`config.mk`:
```
export PLATFORM = sky130hd
export DESIGN_NAME = multicycle_control_v2
export DESIGN_NICKNAME = d
export VERILOG_FILES = /design/src/rtl/ctrl_pkg.sv /design/src/rtl/ctrl_decode.sv /design/src/rtl/multicycle_control_v2.sv
export SDC_FILE = /design/constraint.sdc
export NUM_CORES = 1
export LEC_CHECK = 0
export BUFFER_PORTS_ARGS = -buffer_cell sky130_fd_sc_hd__clkbuf_2
export CAP_MARGIN = 10
export CORE_MARGIN = 5
export CORE_UTILIZATION = 52
export DETAILED_ROUTE_END_ITERATION = 6
export PLACE_DENSITY = 0.8
export SKIP_CTS_REPAIR_TIMING = 1
export SLEW_MARGIN = 25
export SYNTH_ARGS = -nofsm -noshare
export SYNTH_HDL_FRONTEND = slang
export SYNTH_SLANG_ARGS = --single-unit
```
`constraint.sdc`:
```
create_clock -name clk -period 2.6 [get_ports clk]
set_input_delay 0.52 -clock clk [delete_from_list [all_inputs] [get_ports clk]]
set_output_delay 0.52 -clock clk [all_outputs]
set_load 0.01 [all_outputs]
```
`src/rtl/ctrl_pkg.sv`:
```
// Shared encodings for the multicycle control FSM: states, instruction classes,
// opcode/funct values and the datapath select codes it drives.
package ctrl_pkg;

   typedef enum logic [3:0] {
      S_FETCH, S_DECODE, S_RTYPE, S_ALUIMM, S_LUI, S_MEMRD, S_MEMWR,
      S_BRANCH, S_JAL, S_J, S_JR, S_BPCINC, S_REGPCINC, S_TRAP
   } state_e;

   typedef enum logic [3:0] {
      C_RTYPE, C_JR, C_ALUIMM, C_LUI, C_LW, C_SW, C_BRANCH, C_J, C_JAL, C_BAD
   } iclass_e;

   localparam logic [5:0] OP_RTYPE = 6'b000000;
   localparam logic [5:0] OP_J     = 6'b000010;
   localparam logic [5:0] OP_JAL   = 6'b000011;
   localparam logic [5:0] OP_BEQ   = 6'b000100;
   localparam logic [5:0] OP_BNE   = 6'b000101;
   localparam logic [5:0] OP_ADDI  = 6'b001000;
   localparam logic [5:0] OP_SLTI  = 6'b001010;
   localparam logic [5:0] OP_ANDI  = 6'b001100;
   localparam logic [5:0] OP_ORI   = 6'b001101;
   localparam logic [5:0] OP_LUI   = 6'b001111;
   localparam logic [5:0] OP_LW    = 6'b100011;
   localparam logic [5:0] OP_SW    = 6'b101011;

   localparam logic [5:0] FN_JR  = 6'b001000;
   localparam logic [5:0] FN_ADD = 6'b100000;
   localparam logic [5:0] FN_SUB = 6'b100010;
   localparam logic [5:0] FN_AND = 6'b100100;
   localparam logic [5:0] FN_OR  = 6'b100101;
   localparam logic [5:0] FN_NOR = 6'b100111;
   localparam logic [5:0] FN_SLT = 6'b101010;

   localparam logic [3:0] ALU_AND   = 4'b0000;
   localparam logic [3:0] ALU_OR    = 4'b0001;
   localparam logic [3:0] ALU_ADD   = 4'b0010;
   localparam logic [3:0] ALU_SUB   = 4'b0110;
   localparam logic [3:0] ALU_SLT   = 4'b0111;
   localparam logic [3:0] ALU_NOR   = 4'b1100;
   localparam logic [3:0] ALU_PASSB = 4'b1000;

   localparam logic [2:0] SRC2_REGB  = 3'b000;
   localparam logic [2:0] SRC2_FOUR  = 3'b001;
   localparam logic [2:0] SRC2_ZERO  = 3'b010;
   localparam logic [2:0] SRC2_OFFS  = 3'b011;
   localparam logic [2:0] SRC2_EXT   = 3'b100;
   localparam logic [2:0] SRC2_UPPER = 3'b101;

   localparam logic [1:0] RA_RD  = 2'b00;
   localparam logic [1:0] RA_RT  = 2'b01;
   localparam logic [1:0] RA_R31 = 2'b10;

endpackage

```
`src/rtl/ctrl_decode.sv`:
```
// Combinational opcode/funct decoder: instruction class, valid flag, ALU op and
// zero-extend select. Zero latency, no flow control.
module ctrl_decode
   import ctrl_pkg::*;
(
   input  logic [5:0] opcode,
   input  logic [5:0] funct,
   output iclass_e    iclass,
   output logic       valid,
   output logic       zext,
   output logic [3:0] aluop
);

   always_comb begin
      iclass = C_BAD;
      valid  = 1'b0;
      zext   = 1'b0;
      aluop  = ALU_ADD;
      case (opcode)
         OP_RTYPE: begin
            iclass = C_RTYPE;
            valid  = 1'b1;
            case (funct)
               FN_ADD:  aluop = ALU_ADD;
               FN_SUB:  aluop = ALU_SUB;
               FN_AND:  aluop = ALU_AND;
               FN_OR:   aluop = ALU_OR;
               FN_NOR:  aluop = ALU_NOR;
               FN_SLT:  aluop = ALU_SLT;
               FN_JR:   iclass = C_JR;
               default: begin
                  iclass = C_BAD;
                  valid  = 1'b0;
               end
            endcase
         end
         OP_ADDI: begin iclass = C_ALUIMM; valid = 1'b1; aluop = ALU_ADD; end
         OP_SLTI: begin iclass = C_ALUIMM; valid = 1'b1; aluop = ALU_SLT; end
         OP_ANDI: begin iclass = C_ALUIMM; valid = 1'b1; aluop = ALU_AND; zext = 1'b1; end
         OP_ORI:  begin iclass = C_ALUIMM; valid = 1'b1; aluop = ALU_OR;  zext = 1'b1; end
         OP_LUI:  begin iclass = C_LUI;    valid = 1'b1; aluop = ALU_PASSB; end
         OP_LW:   begin iclass = C_LW;     valid = 1'b1; end
         OP_SW:   begin iclass = C_SW;     valid = 1'b1; end
         OP_BEQ,
         OP_BNE:  begin iclass = C_BRANCH; valid = 1'b1; aluop = ALU_SUB; end
         OP_J:    begin iclass = C_J;      valid = 1'b1; end
         OP_JAL:  begin iclass = C_JAL;    valid = 1'b1; end
         default: ;
      endcase
   end

endmodule

```
`src/rtl/multicycle_control_v2.sv`:
```
// Multicycle CPU control FSM with Moore strobes; memory states stall on mem_ready
// (wins/wreg follow mem_ready combinationally). Illegal opcodes trap until reset.
module multicycle_control_v2
   import ctrl_pkg::*;
#(
   parameter int unsigned ALUOP_W       = 4,
   parameter int unsigned CNT_W         = 16,
   parameter int unsigned MEM_HANDSHAKE = 1,
   parameter int unsigned TRAP_EN       = 1
)
(
   input  logic               clk,
   input  logic               reset,
   input  logic [5:0]         opcode,
   input  logic [5:0]         funct,
   input  logic               aluzero,
   input  logic               mem_ready,
   output logic               mem_req,
   output logic               wpc,
   output logic               wins,
   output logic               selmemaddr,
   output logic               wmem,
   output logic               selext,
   output logic               selalu1,
   output logic [2:0]         selalu2,
   output logic [ALUOP_W-1:0] aluop,
   output logic               selregwd,
   output logic [1:0]         selregaddr,
   output logic               wreg,
   output logic               illegal,
   output logic               halted,
   output logic [CNT_W-1:0]   retired
);

   state_e             state_q, state_d;
   iclass_e            dec_class;
   logic               dec_valid;
   logic               dec_zext;
   logic [3:0]         dec_aluop;
   logic [3:0]         aluop4;
   logic               mrdy;
   logic               illegal_q, illegal_d;
   logic [CNT_W-1:0]   retired_q, retired_d;

   ctrl_decode u_decode (
      .opcode (opcode),
      .funct  (funct),
      .iclass (dec_class),
      .valid  (dec_valid),
      .zext   (dec_zext),
      .aluop  (dec_aluop)
   );

   assign mrdy = (MEM_HANDSHAKE != 0) ? mem_ready : 1'b1;

   // Outputs are forced to defaults while reset is asserted, so a reset in
   // the middle of a memory wait drops mem_req in that same cycle.
   always_comb begin
      state_d    = state_q;
      mem_req    = 1'b0;
      wpc        = 1'b0;
      wins       = 1'b0;
      selmemaddr = 1'b0;
      wmem       = 1'b0;
      selext     = 1'b0;
      selalu1    = 1'b0;
      selalu2    = SRC2_REGB;
      aluop4     = ALU_AND;
      selregwd   = 1'b0;
      selregaddr = RA_RD;
      wreg       = 1'b0;
      halted     = 1'b0;
      if (reset) begin
         case (state_q)
            S_FETCH: begin
               mem_req = 1'b1;
               wins    = mrdy;
               if (mrdy) state_d = S_DECODE;
            end
            S_DECODE: begin
               if (!dec_valid) begin
                  state_d = (TRAP_EN != 0) ? S_TRAP : S_REGPCINC;
               end else begin
                  case (dec_class)
                     C_RTYPE:  state_d = S_RTYPE;
                     C_JR:     state_d = S_JR;
                     C_ALUIMM: state_d = S_ALUIMM;
                     C_LUI:    state_d = S_LUI;
                     C_LW:     state_d = S_MEMRD;
                     C_SW:     state_d = S_MEMWR;
                     C_BRANCH: state_d = S_BRANCH;
                     C_J:      state_d = S_J;
                     C_JAL:    state_d = S_JAL;
                     default:  state_d = (TRAP_EN != 0) ? S_TRAP : S_REGPCINC;
                  endcase
               end
            end
            S_RTYPE: begin
               wreg    = 1'b1;
               aluop4  = dec_aluop;
               state_d = S_REGPCINC;
            end
            S_ALUIMM: begin
               wreg       = 1'b1;
               selregaddr = RA_RT;
               selalu2    = SRC2_EXT;
               selext     = dec_zext;
               aluop4     = dec_aluop;
               state_d    = S_REGPCINC;
            end
            S_LUI: begin
               wreg       = 1'b1;
               selregaddr = RA_RT;
               selalu2    = SRC2_UPPER;
               aluop4     = ALU_PASSB;
               state_d    = S_REGPCINC;
            end
            S_MEMRD: begin
               mem_req    = 1'b1;
               selmemaddr = 1'b1;
               selalu2    = SRC2_EXT;
               aluop4     = ALU_ADD;
               selregwd   = 1'b1;
               selregaddr = RA_RT;
               wreg       = mrdy;
               if (mrdy) state_d = S_REGPCINC;
            end
            S_MEMWR: begin
               mem_req    = 1'b1;
               selmemaddr = 1'b1;
               selalu2    = SRC2_EXT;
               aluop4     = ALU_ADD;
               wmem       = 1'b1;
               if (mrdy) state_d = S_REGPCINC;
            end
            S_BRANCH: begin
               aluop4 = ALU_SUB;
               // opcode[0] distinguishes bne from beq
               state_d = (opcode[0] ^ aluzero) ? S_BPCINC : S_REGPCINC;
            end
            S_JAL: begin
               selalu1    = 1'b1;
               selalu2    = SRC2_FOUR;
               aluop4     = ALU_ADD;
               selregaddr = RA_R31;
               wreg       = 1'b1;
               state_d    = S_J;
            end
            S_J, S_BPCINC: begin
               selalu1 = 1'b1;
               selalu2 = SRC2_OFFS;
               aluop4  = ALU_ADD;
               wpc     = 1'b1;
               state_d = S_FETCH;
            end
            S_JR: begin
               selalu2 = SRC2_ZERO;
               aluop4  = ALU_ADD;
               wpc     = 1'b1;
               state_d = S_FETCH;
            end
            S_REGPCINC: begin
               selalu1 = 1'b1;
               selalu2 = SRC2_FOUR;
               aluop4  = ALU_ADD;
               wpc     = 1'b1;
               state_d = S_FETCH;
            end
            S_TRAP:  halted = 1'b1;
            default: state_d = S_FETCH;
         endcase
      end
   end

   assign illegal_d = (state_q == S_DECODE) && (state_d == S_TRAP);
   assign retired_d = wpc ? retired_q + CNT_W'(1) : retired_q;

   always_ff @(posedge clk) begin
      if (!reset) begin
         state_q   <= S_FETCH;
         illegal_q <= 1'b0;
         retired_q <= '0;
      end else begin
         state_q   <= state_d;
         illegal_q <= illegal_d;
         retired_q <= retired_d;
      end
   end

   assign illegal = illegal_q & reset;
   assign retired = retired_q;
   assign aluop   = ALUOP_W'(aluop4);

endmodule

```
======== Yosys cells after proc, flatten, opt, wreduce, memory -nomap -nowiden ========
Memory sizes are Yosys's and may differ from the RTL's.
Index checks and enable logic that the tools add are counted.
word-level totals
  register bits ........................... 21
  latch bits .............................. 0
  RAM bits ................................ 0
  bits in read-only memories .............. 64
  output and inout port bits .............. 36
  word-level logic and storage cells ...... 99
  memories ................................ 1
operators by class
  add/sub/neg operators ................... 1
  multipliers ............................. 0
  div/mod/pow operators ................... 0
  order comparisons ....................... 0
  equality and inequality tests ........... 32
  shift-type cells ........................ 0
  mux-type cells .......................... 39
  bitwise operators ....................... 2
  reductions and logical operators ........ 21
memories
  name              words  bits a word  rd ports  clocked after memory_dff  write ports  RTL line                     text
  (name not given)  16     4            1         0                         0            multicycle_control_v2.sv:84  case (dec_class)
operator list
  kind                     count
  $eq A6 B6 Y1 const B     8
  $eq A6 B4 Y1 const B     6
  $pmux W4 S8              1
  $eq A4 B4 Y1 const B     7
  $pmux W4 S7              1
  $pmux W4 S6              1
  $mux W1                  21
  $mux W4                  5
  $pmux W4 S5              1
  $add A16 B1 Y16 const B  1
  $eq A4 B3 Y1 const B     4
  $pmux W4 S4              1
  $reduce_or A4 Y1         4
  $pmux W3 S5              1
  $reduce_or A7 Y1         2
  $eq A6 B2 Y1 const B     2
  $eq A6 B3 Y1 const B     2
  $reduce_or A2 Y1         6
  $reduce_or A3 Y1         4
  $reduce_or A11 Y1        1
  $eq A4 B2 Y1 const B     2
  $pmux W4 S2              1
  $logic_not A6 Y1         1
  $mux W3                  2
  other kinds (9)          10

======== Depth between registers and ports, before layout ========
An unclocked memory read counts as a cell.
  word-level depth ........................ 10
  depth in mapped cells ................... 7
  mapped depth without buffers ............ 6

======== By module ========
Synthesis repeated with hierarchy kept, for this count alone.
second synthesis, totals
  cells, all modules ...................... 290
  area, all modules ....................... 2,011.9 um2
by module, submodules not included
  module                 instances  cells each  area an instance (um2)
  multicycle_control_v2  1          206         1,545.2
  ctrl_decode            1          84          466.7

======== Worst setup path after synthesis ========
No wires, ideal clock.
  path type ............................... input to output
  start ................................... input opcode[5]
  end ..................................... output aluop[3]
  data arrival time ....................... 1,914 ps
  setup slack ............................. 166 ps
  stages .................................. 6
  buffers on the path ..................... 1
  path through ............................ buf_6 -> or3_4 -> nor4_4 -> nand3_1 -> o21a_1 -> o32ai_1
between the ends
  word-level cells in the longest chain between the ends .. 5
  elaborated cells between the ends (all ways) .. 11
RTL lines
  element           RTL line                     text
  from (decl)       multicycle_control_v2.sv:14  input logic [5:0] opcode,
  $eq A6 B3 Y1      ctrl_decode.sv:19            case (opcode)
  $reduce_or A2 Y1  n/a
  $pmux W4 S6 *     ctrl_decode.sv:19
  $pmux W4 S4 *     multicycle_control_v2.sv:74  case (state_q)
  $mux W4 *         multicycle_control_v2.sv:73  if (reset) begin
  to (decl)         multicycle_control_v2.sv:26  output logic [ALUOP_W-1:0] aluop,
Mark *: on every way between the ends. The rest lies on a longest branch, timed or not.

======== Worst setup path after layout ========
  start ................................... input opcode[4]
  end ..................................... output aluop[0]
The elaborated chain is that of the path after synthesis.

==> run_results.csv <==
group,metric,value,unit
status,status,"complete, no violations",
drt,viasPerCell,5.84,
floorplan,die_x,69.5,um
critical_path,crit_arrival,1.91,ns
clock_tree,cts_tree,"built",
power_and_ir_drop,p_leak,0.863,nW
clock_tree,cts.clk_slew.worst_paths,0.11,ns
critical_path,crit_required,2.08,ns
global_route,gr-total-overflow,0,
clock_tree,clockBufferDepth,2,
drt,antenna_left,0,
drt,wl,4770,um
cells_and_area,area_delta_synth_final,17.7,%
global_route,grt_pass1_wl,8160,um
clock_tree,clk_latency,0.31,ns
drt,drc,0,
critical_path,crit_buf_inv,3,
timing,setup_viol,0,
critical_path,critical_path.endpoint_type,"primary output",
place,hpwl,3620,um
cells_and_area,stdcell_count,344,
clock_tree,cts-root-buf,"clkbuf_4",
place,placed_cells,340,
clock_tree,htreeDepth,1,
floorplan,core-area,0.00339,mm2
hold_path,hp-class,"reg -> reg",
power_and_ir_drop,ir_worst_vdd,0.000192,V
drt,drt_first_pass_iters,4,
timing,fin_crit_sh,0.933,
timing,fin_crit,2.43,ns
timing,rsz0062_at_grt,"false",
floorplan,die_h,69.5,um
timing,tns,0,ns
critical_path,cpMaxStageDelayCell,"or3_4",
cells_and_area,nNetsFinal,316,
logic_synthesis,synth_top_area_frac,0.228,
clock_tree,cts_buffers,3,
logic_synthesis,yosys-top-cells-area,"dfxtp_1 (23%), nor2_1 (5.9%), xor2_1 (5.7%)",
logic_synthesis,yosys_warnings,0,
logic_synthesis,synth_common_cells,"nor2_1 (29), dfxtp_1 (21), nand2_1 (18)",
global_route,antenna_found_initial,0,
global_route,grt_pass1_vias,1750,
timing,maxSlewViolCount,0,
cells_and_area,n_antenna_cell,0,
logic_synthesis,avgSynthCellArea,7.30,um2
critical_path,crit_chain,"clkbuf_2 -> or3_4 -> nor4_4 -> buf_4 -> a31oi_1 -> nor4b_1 -> clkbuf_2",
logic_synthesis,synth_top_cell_by_area,"dfxtp_1",
drt,first_iter_violations,175,
logic_synthesis,synth_seq_cells,21,
logic_synthesis,syn_area,0.00184,mm2
run,maxCapViolations,0,
place,port_buffers,51,
floorplan,rows,21,
place,gp_congestion,0.838,
global_route,track_usage,0.197,
drt,vias,2009,
critical_path,worstSetupPathType,"in -> out",
cells_and_area,drive_gt1_frac,0.262,
clock_tree,numClockSinks,21,
critical_path,critPathMostFrequentCell,"clkbuf_2",
timing,worst_pin_slew,0.565,ns
logic_synthesis,syn_nets,269,
logic_synthesis,syn_inst,252,
floorplan,ioPinCount,52,
critical_path,critical-path-top-delay-family,"simple AND/OR/NAND/NOR gates",
logic_synthesis,synth-edff-count,0,
timing,relSlewSlack,0.620,
power_and_ir_drop,powerDensity,535,mW/mm2
logic_synthesis,yosys.cell_types.count,56,
critical_path,cp_max_fo,7,
logic_synthesis,synthArstFlopShare,0,
floorplan,die_area,0.00483,mm2
global_route,grt_max_degree,24,
timing,final_hold_viol_count,0,
logic_synthesis,ys.flop_type,"dfxtp_1",
drt,routedWlPerCell,13.9,um
timing,fmax,0.412,GHz
critical_path,startpoint_type,"input port",
logic_synthesis,ys_seq_area_frac,0.228,
critical_path,slowest_delay,0.37,ns
timing,clock_skew,0.00765,ns
floorplan,initial_core_util,0.543,
logic_synthesis,synth_most_common_cell,"nor2_1",
==> routing by layer <==
metal  part of all wire  global-route usage  up-vias
met2               0.47               0.310       60
met4              0.012              0.0477        0
met5                  0                   0        -
li1                   -                   -     1005
met1               0.46               0.271      937
met3              0.060              0.0449        7
==> worst paths after layout <==
check | cells after the start | start | slack [ns] | endpoint
max | 7 | opcode[4] | 0.17 | aluop[0]
min | 1 | retired[15]$_SDFFE_PN0P_ | 0.49 | retired[15]$_SDFFE_PN0P_
max reg2reg | 5 | state_q[2]$_SDFF_PN0_ | 0.56 | retired[9]$_SDFFE_PN0P_
min reg2reg | 1 | retired[15]$_SDFFE_PN0P_ | 0.49 | retired[15]$_SDFFE_PN0P_
==> placed cells by master (no fill, tap or decap), types with 6 or more instances in the layout <==
cell type and n:
a211oi_1 6, dfxtp_1 20, nor2_1 29, xor2_1 12, buf_4 10, clkbuf_2 51
nor2b_1 7, o21ai_0 16, nand2_1 18, nand4_1 10, nand3_1 12, nand2b_1 9
a21oi_1 13, nor3_1 6
==> cell type report <==
cell class / count / area, um2
fillers: 297 / 1220
flip-flops and latches: 21 / 422
well taps: 46 / 57.6
clock buffers: 4 / 26.3
repair buffers: 61 / 330
multi-input cells: 206 / 1310
inverters: 6 / 22.5
==> sequential cells by signal, summed over array words and instances (netlist names) <==
name and count:
illegal_q 1, retired 16, state_q 4
==> logic make-up after synthesis <==
logic type      Yosys count  share of synthesized area
simple gates            125                      0.382
compound gates           59                      0.218
buf+inv                  25                     0.0605
flops                    21                      0.228
xor+xnor                 17                     0.0809
mux                       4                     0.0231
fa+ha+maj                 1                    0.00680
==> report_power, final <==
group          internal [mW]  total [mW]  switching, mW
sequential             0.349       0.404         0.0546
clock                 0.0599       0.159         0.0995
combinational          0.244       0.595          0.352
==> per-stage QoR <==
stage	utilization	power (mW)	setup WS (ns)	hold WS (ns)	cell area [um2]
floorplan	-	0.839	0.166	0.496	1840
global placement	0.631	0.991	0.226	0.460	2140
detailed placement	0.631	1.00	0.169	0.471	2140
CTS	0.639	1.16	0.172	0.498	2170
global route	0.639	1.26	0.0122	0.530	2170
finish	0.639	1.16	0.174	0.485	2170
Note: power is estimated with default switching activity, not from simulation.
